**src/rtl/lei_pkg.sv**
```systemverilog
// Shared widths, fill value and loader state for the LEI and its config loader.
package lei_pkg;
  localparam int LE_INPUTS_DEF = 4;
  localparam int SEL_W         = 3;
  localparam logic [SEL_W-1:0] SEL_DISCONNECT = 3'b111;

  typedef enum logic [1:0] {EMPTY, LOADING, FULL} ld_state_e;

  function automatic int cfg_bits(input int le_inputs);
    return le_inputs * 4 * SEL_W;
  endfunction
endpackage

```
**src/rtl/lei_config_loader.sv**
```systemverilog
// Serial shadow/active configuration loader feeding the LEI config_data bus.
module lei_config_loader
  import lei_pkg::*;
#(
  parameter int LE_INPUTS = LE_INPUTS_DEF,
  localparam int CFG_BITS = cfg_bits(LE_INPUTS),
  localparam int CNT_W    = $clog2(CFG_BITS + 1)
) (
  input  logic                clk,
  input  logic                nrst,
  input  logic                en,
  input  logic                cfg_in,
  input  logic                cfg_valid,
  input  logic                cfg_commit,
  input  logic                cfg_clear,
  output logic [CFG_BITS-1:0] config_data,
  output logic                cfg_out,
  output logic [CNT_W-1:0]    cfg_count,
  output logic                cfg_full,
  output logic                cfg_loaded,
  output logic                cfg_err
);
  localparam logic [CFG_BITS-1:0] FILL    = {(CFG_BITS/SEL_W){SEL_DISCONNECT}};
  localparam logic [CNT_W-1:0]    CNT_MAX = CNT_W'(CFG_BITS);

  ld_state_e           state_q, state_d;
  logic [CNT_W-1:0]    cnt_q, cnt_d;
  logic [CFG_BITS-1:0] shadow_q, shadow_d;
  logic [CFG_BITS-1:0] active_q, active_d;
  logic                err_q, err_d;
  logic                loaded_q, loaded_d;

  always_ff @(posedge clk or negedge nrst) begin
    if (!nrst) begin
      state_q  <= EMPTY;
      cnt_q    <= '0;
      shadow_q <= FILL;
      active_q <= FILL;
      err_q    <= 1'b0;
      loaded_q <= 1'b0;
    end else begin
      state_q  <= state_d;
      cnt_q    <= cnt_d;
      shadow_q <= shadow_d;
      active_q <= active_d;
      err_q    <= err_d;
      loaded_q <= loaded_d;
    end
  end

  always_comb begin
    state_d  = state_q;
    cnt_d    = cnt_q;
    shadow_d = shadow_q;
    active_d = active_q;
    err_d    = err_q;
    loaded_d = 1'b0;
    if (en) begin
      if (cfg_clear) begin
        shadow_d = FILL;
        cnt_d    = '0;
        state_d  = EMPTY;
        err_d    = 1'b0;
      end else begin
        // Shifting continues in FULL so a chain of loaders passes bits through.
        if (cfg_valid) shadow_d = {cfg_in, shadow_q[CFG_BITS-1:1]};
        if (cfg_commit && state_q == FULL) begin
          active_d = shadow_q;
          loaded_d = 1'b1;
          cnt_d    = cfg_valid ? CNT_W'(1) : '0;
          state_d  = cfg_valid ? LOADING : EMPTY;
        end else begin
          if (cfg_commit) err_d = 1'b1;
          if (cfg_valid && state_q != FULL) begin
            cnt_d   = cnt_q + CNT_W'(1);
            state_d = (cnt_q + CNT_W'(1) == CNT_MAX) ? FULL : LOADING;
          end
        end
      end
    end
  end

  assign config_data = active_q;
  assign cfg_out     = shadow_q[0];
  assign cfg_count   = cnt_q;
  assign cfg_full    = (cnt_q == CNT_MAX);
  assign cfg_loaded  = loaded_q;
  assign cfg_err     = err_q;
endmodule

```
**config.mk**
```make
export PLATFORM = sky130hd
export DESIGN_NAME = lei_config_loader
export DESIGN_NICKNAME = d
export VERILOG_FILES = /design/src/rtl/lei_pkg.sv /design/src/rtl/lei_config_loader.sv
export SDC_FILE = /design/constraint.sdc
export NUM_CORES = 1
export LEC_CHECK = 0
export ABC_AREA = 1
export BUFFER_PORTS_ARGS = -buffer_cell sky130_fd_sc_hd__buf_2
export CORE_MARGIN = 4
export CORE_UTILIZATION = 55
export CTS_CLUSTER_DIAMETER = 40
export DETAILED_ROUTE_END_ITERATION = 16
export GPL_TIMING_DRIVEN = 0
export PLACE_DENSITY = 0.88
export SLEW_MARGIN = 25
export SYNTH_ARGS = -nofsm -noshare
export SYNTH_HDL_FRONTEND = slang
export SYNTH_SLANG_ARGS = --single-unit
```
**constraint.sdc**
```tcl
create_clock -name clk -period 1.4 [get_ports clk]
set_clock_uncertainty 0.05 [all_clocks]
set_input_delay 0.35 -clock clk [delete_from_list [all_inputs] [get_ports clk]]
set_output_delay 0.35 -clock clk [all_outputs]
set_load 0.01 [all_outputs]
```
# Word-level counts from Yosys, hierarchy flattened

Index checks and enable logic that the tools add are counted.

Add/sub/neg operators: 1
Equality and inequality tests: 5
Multiplexer cells: 17
Bitwise logic cells: 1
Reduce and logical (&&, ||, !) cells: 9

Operators with widths:

| cell                | number |
|---|---|
| $mux 48             | 2 |
| $mux 6              | 3 |
| $eq 6x6->1 const B  | 2 |
| $mux 1              | 8 |
| $mux 2              | 4 |
| $add 6x1->6 const B | 1 |
| $reduce_and 3->1    | 2 |
| $ne 2x2->1 const B  | 2 |
| $reduce_and 2->1    | 2 |
| $reduce_bool 2->1   | 2 |
| $reduce_bool 3->1   | 1 |
| $eq 2x2->1 const B  | 1 |
| $logic_and 1x1->1   | 2 |
| $not 1->1           | 1 |

Register bits after elaboration: 106
Input bits: 7
Output and inout bits: 58
Word-level logic and storage cells: 39

# Depth between registers and ports, before layout

Gate-level depths: netlist of run 1.

Depth after elaboration: 6
Gate-level depth with buffers: 9
Depth with buffers taken out: 9

# Worst setup path after synthesis of run 1

No wires, ideal clock.

Path type: flip-flop to output port
Start point: register cnt_q[0], in the netlist cfg_count[0]
End point: output port cfg_full
Arrival: 1,009 ps
Path slack: -9 ps
Stages on the path, launching flop included: 5
Path buffers: 0
Cells stage by stage: dfrtp_1 -> inv_1 -> ha_1 -> nand3_1 -> nor3_1

Cells in the longest elaborated chain, start to end: 1

Ends and longest elaborated chain:

| item                     | line                    | RTL |
|---|---|---|
| start: declaration       | lei_config_loader.sv:27 | `logic [CNT_W-1:0] cnt_q, cnt_d;` |
| start signal: assignment | lei_config_loader.sv:43 | `cnt_q <= cnt_d;` |
| $eq 6x6->1               | lei_config_loader.sv:86 | `assign cfg_full = (cnt_q == CNT_MAX);` |
| end: declaration         | lei_config_loader.sv:19 | `output logic cfg_full,` |

Every way passes these cells.

# Final worst setup path of run 1

Ends and elaborated chain as after synthesis.

==> impl_results.md, run 1 <==
- Status: finished, violations left
- Failing checks: negative setup slack
- Row cnt: 31
- Measured slew at the worst slew-check pin: 512 ps
- Post-synthesis mux area share: 0%
- CP max FO: 3
- Avg Cell Area, Syn: 10.9 um2
- Initial Utilization: 57.5%
- Fin. Hold Viols: 0
- Synth Warn #: 0
- Worst setup EP type: output pin
- Hold Path Class: primary input to flip-flop
- Longest Clk Path Bufs: 2
- Pre-antenna DRT Iters: 5
- CP Launch Type: flip-flop
- Worst slack, placed: -56.9 ps
- LEAKAGE: ~2.8 nW
- Drt via density: 5.33
- Core ar.: roughly 0.0074 mm2
- Area growth, synth to finish: 36.8%
- Final Setup Violations: 56
- Final WS setup: -354 ps
- Residual DRC: 0
- Post-Synth Adder-Cell Area: 0.591%
- Worst VDD drop: 0.000631 V
- H-tree depth: 3
- Top_reg_cell synth: dfstp_2
- Syn_nets: between 300 and 400
- Simple-gate share of the synthesized area: 9.10%
- Largest net degree at the start of global routing: 59
- Vias in the first global route: 3096
- Yosys reg bits: approximately 110
- Clock transition at the registers of the reported paths: 90 ps
- Total gr overflow: 0
- Slew Limit Fails: 0
- First DRT Iteration DRCs: 144
- Antenna violations before repair: 0
- CTS Sinks: 106
- Share of layout cells above drive strength 1: 54.8%
- Hold Slack: between 150 and 200 ps
- Pwr Density: 958 mW/mm2
- Routed via count: between 3000 and 4000
- NumNets Final: 504
- Reg2Reg Depth: 9
- Hold worst-path end: cfg_err$_DFFE_PN0P_
- # Max-Cap Violations: 0
- RR Endpoint: state_q[0]$_DFFE_PN0P_
- Min Tclk post-route: 1750 ps
- Drt wl/cell: 16.5 um
- XOR/XNOR share of the synthesized area: 0.207%
- Worst EP arrival: 1350 ps
- Min-Delay Path Depth: 2
- Area after DPL: ~0.0047 mm2
- Chip height: 95.7 um
- DRT antenna net count: 0
- Synth unique cells: 26
- Die X-Extent: 95.7 um
- Worst R2R Setup Slack: -50 ps
- RR Startpoint: cfg_count[1]$_DFFE_PN0P_
- Fmax: between 500 and 600 MHz
- Ant diodes: 0
- Worst rel slew slack: roughly two thirds
- Largest family of logic cells by synthesized area: compound AO/OA/AOI/OAI gates
- Crit path kind: flip-flop to output pin
- Routability congestion estimate: 0.823
- Compound-gate portion of the synthesized area: 15.5%
- Tot GR Track Use: 21.4%
- Post-synth EDFFs: 0
- Die area: 0.00917 mm2
- DP HPWL: 5.80 mm
- Cells after Synth: 390
- Period Utilization, post-route: 125%
- Synthesized area: about 0.0042 mm2
- CP Data Required Time: 1000 ps
- Worst skew pair latency: 370 ps
- Final Routed Wirelength: 9.89 mm
- FFs w/ async S/R, synth: 100%
- First-pass GRT wire length: 14.9 mm
- TritonCTS buffer count: 9
- Final Cell Area: 0.00579 mm2
- IO Port Bufs: 63
- CTS tree: built
- I/O Pins: 65
- Min-delay src: en
- RSZ-0062 raised after global routing: true
- Clock root buffer: clkbuf_8
- Sequential-to-total area share from yosys stat: roughly 65%
==> cells in the mapped netlist (3+ instances only) <==
library cell,number,area share (%)
o21ai_1,30,3.5
dfstp_2,96,60
inv_2,3,0.27
buf_4,6,1.1
o21ai_0,23,2.7
clkbuf_1,4,0.35
buf_2,5,0.59
a21oi_1,3,0.35
buf_6,5,1.3
inv_1,60,5.3
dfrtp_1,10,5.9
nand2_1,72,6.4
nand4_1,4,0.59
a22oi_1,47,8.3
nand3_1,7,0.83
==> kinds of logic (layout without fill, tap and decap cells) <==
family / Yosys count / after routing
AOI/OAI and AO/OA: 106 / 106
adders and majority gates: 2 / 2
DFF: 106 / 106
buffers and inverters: 85 / 195
and+or+nand+nor: 90 / 90
xor gates and xnor gates: 1 / 1
==> per-layer routing <==
| metal | wire [um] | GRT usage (%) |
|---|---|---|
| met3 | 455 | 5.55 |
| met4 | 205 | 6.64 |
| met5 | 0 | 0 |
| met1 | 4010 | 27.9 |
| met2 | 5230 | 35.3 |
==> repair_timing <==
item | CTS | global route
hold buffers | 1 | 0
gates resized for setup | 60 | 69
endpoints found under the setup margin | 54 | 101
setup buffers | 8 | 18
cloned | 0 | 4
hold endpoints to repair | 1 | 0
==> state kept, by name, indices dropped and copies added (netlist names) <==
name / flops
cfg_count: 6
cfg_err: 1
config_data: 48
shadow_q: 48
cfg_loaded: 1
state_q: 2
==> stage by stage <==
stage	setup TNS (ps)	power, mW	instances	util [%]
global placement	-59350	3.37	552	63.5
floorplan	0	3.27	390	-
global route	-4420	5.76	599	78.6
CTS	-1910	5.56	578	72.8
detailed placement	-425	3.39	553	63.9
finish	-1730	5.55	599	78.6
==> power breakdown <==
part           switching (mW)  internal (mW)
clock network           0.998           1.16
registers              0.0120           3.10
logic                   0.181         0.0944
==> how the worst max path moves through the flow <==
stage | start | to | slack, ps | depth (start not counted)
after floorplan | cfg_count[0]$_DFFE_PN0P_ | cfg_full | 70 | 4
after CTS | cfg_count[0]$_DFFE_PN0P_ | cfg_full | -370 | 5
after detailed placement | cfg_clear | shadow_q[8]$_DFFE_PN1P_ | -60 | 4
after global placement | nrst | cfg_loaded$_DFF_PN0_ | -1010 | 1
after global routing | cfg_count[0]$_DFFE_PN0P_ | cfg_full | -440 | 5
final | cfg_count[0]$_DFFE_PN0P_ | cfg_full | -350 | 5
==> layout by cell type, fill, tap and decap left out, drive strengths merged, types with 3 or more instances in the layout <==
master,count
buf,108
dfstp,96
nand2,72
inv,64
o21ai,54
a22oi,47
clkbuf,20
dfrtp,10
nand3,9
nand4,4
a21oi,3
nor3,3
==> area by class of cell <==
type	instances	area (um2)
Sequential cell	106	2780
Fill cell	440	1580
Multi-Input combinational cell	199	1240
Timing Repair Buffer	94	997
Inverter	63	239
Buffer	22	176
Clock buffer	13	169
Tap cell	99	124
Clock inverter	3	68.8
==> critical path: stages, from the launching register on <==
cell,delay (ps)
dfrtp_1,410
inv_2,90
ha_1,150
nand3_1,90
nor3_2,110
buf_2,150
No activity file was read; power rests on OpenSTA's default activity.
==> run 2, diff against run 1 <==
--- a/config.mk
+++ b/config.mk
@@ -8,11 +8,11 @@
 export ABC_AREA = 1
 export BUFFER_PORTS_ARGS = -buffer_cell sky130_fd_sc_hd__buf_2
 export CORE_MARGIN = 4
-export CORE_UTILIZATION = 55
+export CORE_UTILIZATION = 50
 export CTS_CLUSTER_DIAMETER = 40
 export DETAILED_ROUTE_END_ITERATION = 16
 export GPL_TIMING_DRIVEN = 0
-export PLACE_DENSITY = 0.88
+export PLACE_DENSITY = 0.82
 export SLEW_MARGIN = 25
 export SYNTH_ARGS = -nofsm -noshare
 export SYNTH_HDL_FRONTEND = slang
==> run 2 against run 1 <==
Effect of this change: the run still ends with negative setup slack left; global-route usage decreased by 3.3 points; die area rose by 9.1%; combinational power hardly changed; worst hold slack improved by 5.0 ps; final cell count is 0.17% higher; clock power is 13% lower; clock-buffer cell count decreased by 3; first-iteration DRC count is 12% lower; critical path type unchanged; critical endpoint unchanged; highest routed layer unchanged.
==> impl_results.md, run 2 (synthesis results as in run 1) <==
- Worst EP arrival: 1310 ps
- CTS tree: built
- Longest Clk Path Bufs: 2
- Pre-antenna DRT Iters: 4
- Most frequent cells in the layout: 96 x dfstp_2, 58 x inv_1, 57 x buf_6
- Min-delay src: en
- Final WS setup: -307 ps
- Ant diodes: 0
- Worst skew pair latency: 360 ps
- Internal power: about 4.1 mW
- Net Sw Frac: 22.8%
- Period Utilization, post-route: 122%
- Worst R2R Setup Slack: -70 ps
- Final Setup Violations: 51
- Crit path kind: flip-flop to output pin
- First-pass GRT wire length: roughly 14 mm
- # Max-Cap Violations: 0
- Total gr overflow: 0
- RR Startpoint: cfg_count[0]$_DFFE_PN0P_
- Fmax: 586 MHz
- Clock transition at the registers of the reported paths: 90 ps
- CTS Sinks: 106
- DP HPWL: 5.65 mm
- Residual DRC: 0
- Chip height: 100 um
- Failing checks: negative setup slack
- Die area: 0.0100 mm2
- Antenna violations before repair: 0
- TritonCTS buffer count: 9
- Routability congestion estimate: 0.798
- Worst slack, placed: -32.7 ps
- Tot GR Track Use: 18.0%
- Reg2Reg Depth: 9
- Die X-Extent: 100 um
- Storage cell area: 0.00278 mm2
- Worst rel slew slack: between 70 and 80%
- Final Routed Wirelength: 9.00 mm
- LEAKAGE: roughly 2.7 nW
- FILL cells: 589
- CP Launch Type: flip-flop
- CP Launch Point: cfg_count[1]$_DFFE_PN0P_
- Worst VDD drop: 0.000482 V
- RSZ-0062 raised after global routing: true
- H-tree depth: 3
- Hold Path Class: primary input to flip-flop
- CP Data Required Time: 1000 ps
- Footprint of the multi-input gates: 0.00121 mm2
- First DRT Iteration DRCs: 127
- Drt via density: 5.19
- I/O Pins: 65
- Post-Place Cells: 559
- DRT antenna net count: 0
- Core ar.: between 0.008 and 0.009 mm2
- Initial Utilization: 51.5%
- Min-Delay Path Depth: 2
- Area growth, synth to finish: 34.0%
- P_sw: 1.20 mW
- Drt wl/cell: 15.0 um
- Post-route insts no fill: 600
- Clk pwr share: 35.8%
- Register share of total power: 59.0%
- Worst setup EP type: output pin
- Measured slew at the worst slew-check pin: around 430 ps
- Slew Limit Fails: 0
- Routed via count: 3112
- Status: finished, violations left
- Clock root buffer: clkbuf_8
- NumNets Final: 499
- Comb pwr share: 5.2%
- Commonest non-fill, non-tap cell in the layout: dfstp_2
- Largest net degree at the start of global routing: 73
- Share of layout cells above drive strength 1: a little over half
- Vias in the first global route: 3037
- CP max FO: 2
- Row cnt: 33
- Pwr Density: a little over 900 mW/mm2
- IO Port Bufs: 63
- Min Tclk post-route: 1710 ps
- Fin. Hold Viols: 0
## run 2: cell count changes in the layout (fill, tap and decap cells not counted), sizes merged
cell	previous run	this run
clkbuf	20	17
bufinv	2	1
buf	108	103
clkinv	0	2
clkinvlp	0	2
## run 2: repair_timing
action | 4_1_cts | 5_1_grt
hold buffers | 1 | 0
setup buffers | 8 | 14
cloned | 0 | 3
setup endpoints to repair | 54 | 100
pin swaps | 0 | 5
hold endpoints to repair | 3 | 0
gates resized for setup | 55 | 56
## run 2: final cells by class
cell class | instances | area share [%]
Buffer | 22 | 3.07
Clock buffer | 10 | 2.43
Clock inverter | 6 | 1.15
Inverter | 63 | 4.21
Multi-Input combinational cell | 199 | 21.3
Sequential cell | 106 | 48.9
Tap cell | 105 | 2.32
Timing Repair Buffer | 89 | 16.6
## run 2: routing by layer
layer	vias up	GRT usage, %	routed length (um)
met2	75	27.4	4500
met3	20	3.41	342
met5	-	0	0
li1	1477	-	-
met1	1540	24.8	3910
met4	0	9.33	240
## run 2: path summary, 6_finish.rpt
check	to
setup reg to reg	state_q[0]$_DFFE_PN0P_
hold / removal	cfg_err$_DFFE_PN0P_
hold reg to reg	config_data[39]$_DFFE_PN1P_
setup / recovery	cfg_full
min in group asynchronous	cfg_err$_DFFE_PN0P_
max in group asynchronous	config_data[38]$_DFFE_PN1P_
## run 2: metrics by stage
| stage | TNS [ps] | instance area [um2] | hold slack [ps] | util (%) | power [mW] |
|---|---|---|---|---|---|
| final | -1420 | 5670 | 200 | 69.0 | 5.27 |
| after global routing | -4570 | 5670 | 202 | 69.0 | 5.48 |
| after CTS | -2010 | 5310 | 177 | 64.6 | 5.32 |
| after detailed placement | -356 | 4720 | 217 | 57.4 | 3.39 |
| after global placement | -60360 | 4690 | 411 | 57.0 | 3.37 |
| after floorplan | 0 | 4240 | 4.41 | - | 3.27 |
## run 2: critical path, cell delays in order (launching register included)
cell     delay [ps]
dfrtp_1         400
inv_1            80
ha_1            140
nand3_1          80
nor3_2          100
buf_2           150
## run 2: power groups by stage
stage,sequential (mW),combinational [mW],clock [mW]
after global routing,3.11,0.306,2.06
final,3.11,0.275,1.89
after global placement,3.16,0.211,0
after floorplan,3.16,0.104,0
after CTS,3.11,0.251,1.96
after detailed placement,3.16,0.228,0
==> run 3, diff against run 2 <==
--- a/config.mk
+++ b/config.mk
@@ -8,11 +8,11 @@
 export ABC_AREA = 1
 export BUFFER_PORTS_ARGS = -buffer_cell sky130_fd_sc_hd__buf_2
 export CORE_MARGIN = 4
-export CORE_UTILIZATION = 50
-export CTS_CLUSTER_DIAMETER = 40
+export CORE_UTILIZATION = 30
+export CTS_CLUSTER_DIAMETER = 30
 export DETAILED_ROUTE_END_ITERATION = 16
 export GPL_TIMING_DRIVEN = 0
-export PLACE_DENSITY = 0.82
+export PLACE_DENSITY = 0.58
 export SLEW_MARGIN = 25
 export SYNTH_ARGS = -nofsm -noshare
 export SYNTH_HDL_FRONTEND = slang
==> run 3 against run 2 <==
Effect of this change: the run still ends with negative setup slack left; setup slack lost 11 ps; non-clock buffer count grew 13; routed wire length grew 5.5%; fmax shrank 0.64%; critical endpoint unchanged; largest power group unchanged.
==> impl_results.md, run 3 (synthesis results as in run 1) <==
- Share of layout cells above drive strength 1: 57.1%
- Initial Utilization: between 30% and 40%
- Worst EP arrival: 1320 ps
- First-pass GRT wire length: 14.8 mm
- Slew Limit Fails: 0
- Antenna violations before repair: 0
- Ant diodes: 0
- # Max-Cap Violations: 0
- Drt wl/cell: 13.8 um
- Most frequent cells in the layout: 96 x dfstp_2, 58 x inv_1, 55 x buf_6
- Clock transition at the registers of the reported paths: 60 ps
- Core ar.: around 0.014 mm2
- CP Data Required Time: 1000 ps
- Status: finished, violations left
- Largest net degree at the start of global routing: 61
- Die area: 0.0161 mm2
- Fmax: 582 MHz
- Worst rel slew slack: a little over three fifths
- Routed via count: 3089
- Commonest non-fill, non-tap cell in the layout: dfstp_2
- Row cnt: 43
- Longest Clk Path Bufs: 2
- Crit path kind: flip-flop to output pin
- NumNets Final: 512
- Fin. Hold Viols: 0
- Area growth, synth to finish: 42.1%
- Post-route insts no fill: 688
- Chip height: 127 um
- RSZ-0062 raised after global routing: true
- Measured slew at the worst slew-check pin: 554 ps
- CTS Sinks: 106
- Period Utilization, post-route: 123%
- FILL cells: 1355
- Min Tclk post-route: roughly 1700 ps
- I/O Pins: 65
- Vias in the first global route: 2982
- LEAKAGE: 2.87 nW
- Worst skew pair latency: 350 ps
- CP max FO: 2
- Total gr overflow: 0
- Power Total: 5.76 mW
- DP HPWL: 6.18 mm
- Residual DRC: 0
- Pwr Density: 958 mW/mm2
- Routability congestion estimate: 0.772
- Post-Place Cells: 634
- CTS tree: built
- Drt via density: 4.49
- Worst setup EP type: output pin
- Die X-Extent: 127 um
- Final Routed Wirelength: between 9 and 10 mm
- TritonCTS buffer count: 9
- Worst VDD drop: approximately 0.00076 V
- H-tree depth: 3
- CP Launch Type: flip-flop
- First DRT Iteration DRCs: roughly 170
- Pre-antenna DRT Iters: 4
- Final WS setup: -318 ps
- DRT antenna net count: 0
- Hold Path Class: primary input to flip-flop
- Clock root buffer: clkbuf_16
- Failing checks: negative setup slack
- IO Port Bufs: 63
- Final Setup Violations: 7
- Total Neg Setup Slack: -377 ps
- Tot GR Track Use: 11.6%
-- run 3: final timing paths --
| kind | from | cells past startpoint | slack [ps] | endpoint |
|---|---|---|---|---|
| setup / recovery | cfg_count[1]$_DFFE_PN0P_ | 5 | -320 | cfg_full |
| hold / removal | en | 2 | 220 | cfg_err$_DFFE_PN0P_ |
| setup reg to reg | state_q[0]$_DFFE_PN0P_ | 8 | 60 | config_data[18]$_DFFE_PN1P_ |
| hold reg to reg | config_data[40]$_DFFE_PN1P_ | 2 | 430 | config_data[40]$_DFFE_PN1P_ |
| max in group asynchronous | nrst | 3 | 140 | config_data[32]$_DFFE_PN1P_ |
| min in group asynchronous | nrst | 2 | 490 | cfg_loaded$_DFF_PN0_ |
-- run 3: cell type report --
class	instances	area (um2)	share of cell area, %
plain buffers	22	179	2.97
clock inverters	5	37.5	0.624
clock buffers	11	243	4.04
well taps	180	225	3.74
inverters	63	239	3.97
repair buffers	102	1030	17.2
flip-flops and latches	106	2780	46.1
multi-input cells	199	1280	21.3
-- run 3: power breakdown --
part / total (mW) / internal [mW] / switching, mW
clock: 2.37 / 1.26 / 1.11
sequential: 3.11 / 3.10 / 0.00978
combinational: 0.287 / 0.0968 / 0.191
-- run 3: layer usage --
metal	vias to the layer above	track usage [%]	wire, um
met5	-	0	0
met4	0	2.90	106
met3	11	4.17	435
met2	66	18.7	4660
met1	1503	14.8	4300
li1	1509	-	-
-- run 3: through the flow --
stage	instance area [um2]	hold WS, ps	worst slack, ps	utilization [%]
after floorplan	4240	4.41	67.6	-
after global placement	4780	412	-1110	34.6
after detailed placement	4810	304	-116	34.8
after CTS	5470	205	-296	39.6
after global routing	6010	203	-455	43.5
final	6010	219	-318	43.5
-- run 3: what timing repair did --
action                                  CTS  global route
endpoints found under the hold margin     4             0
resized for setup                        58            78
cloned                                    0             4
endpoints found under the setup margin   57           100
pin swaps                                 0             1
buffers inserted                          6            27
hold buffers                              1             0
-- run 3: worst max-delay path: stages (launching register included) --
cell	delay (ps)
dfrtp_1	390
inv_1	110
ha_4	140
nand3_2	70
nor3_2	100
buf_2	150
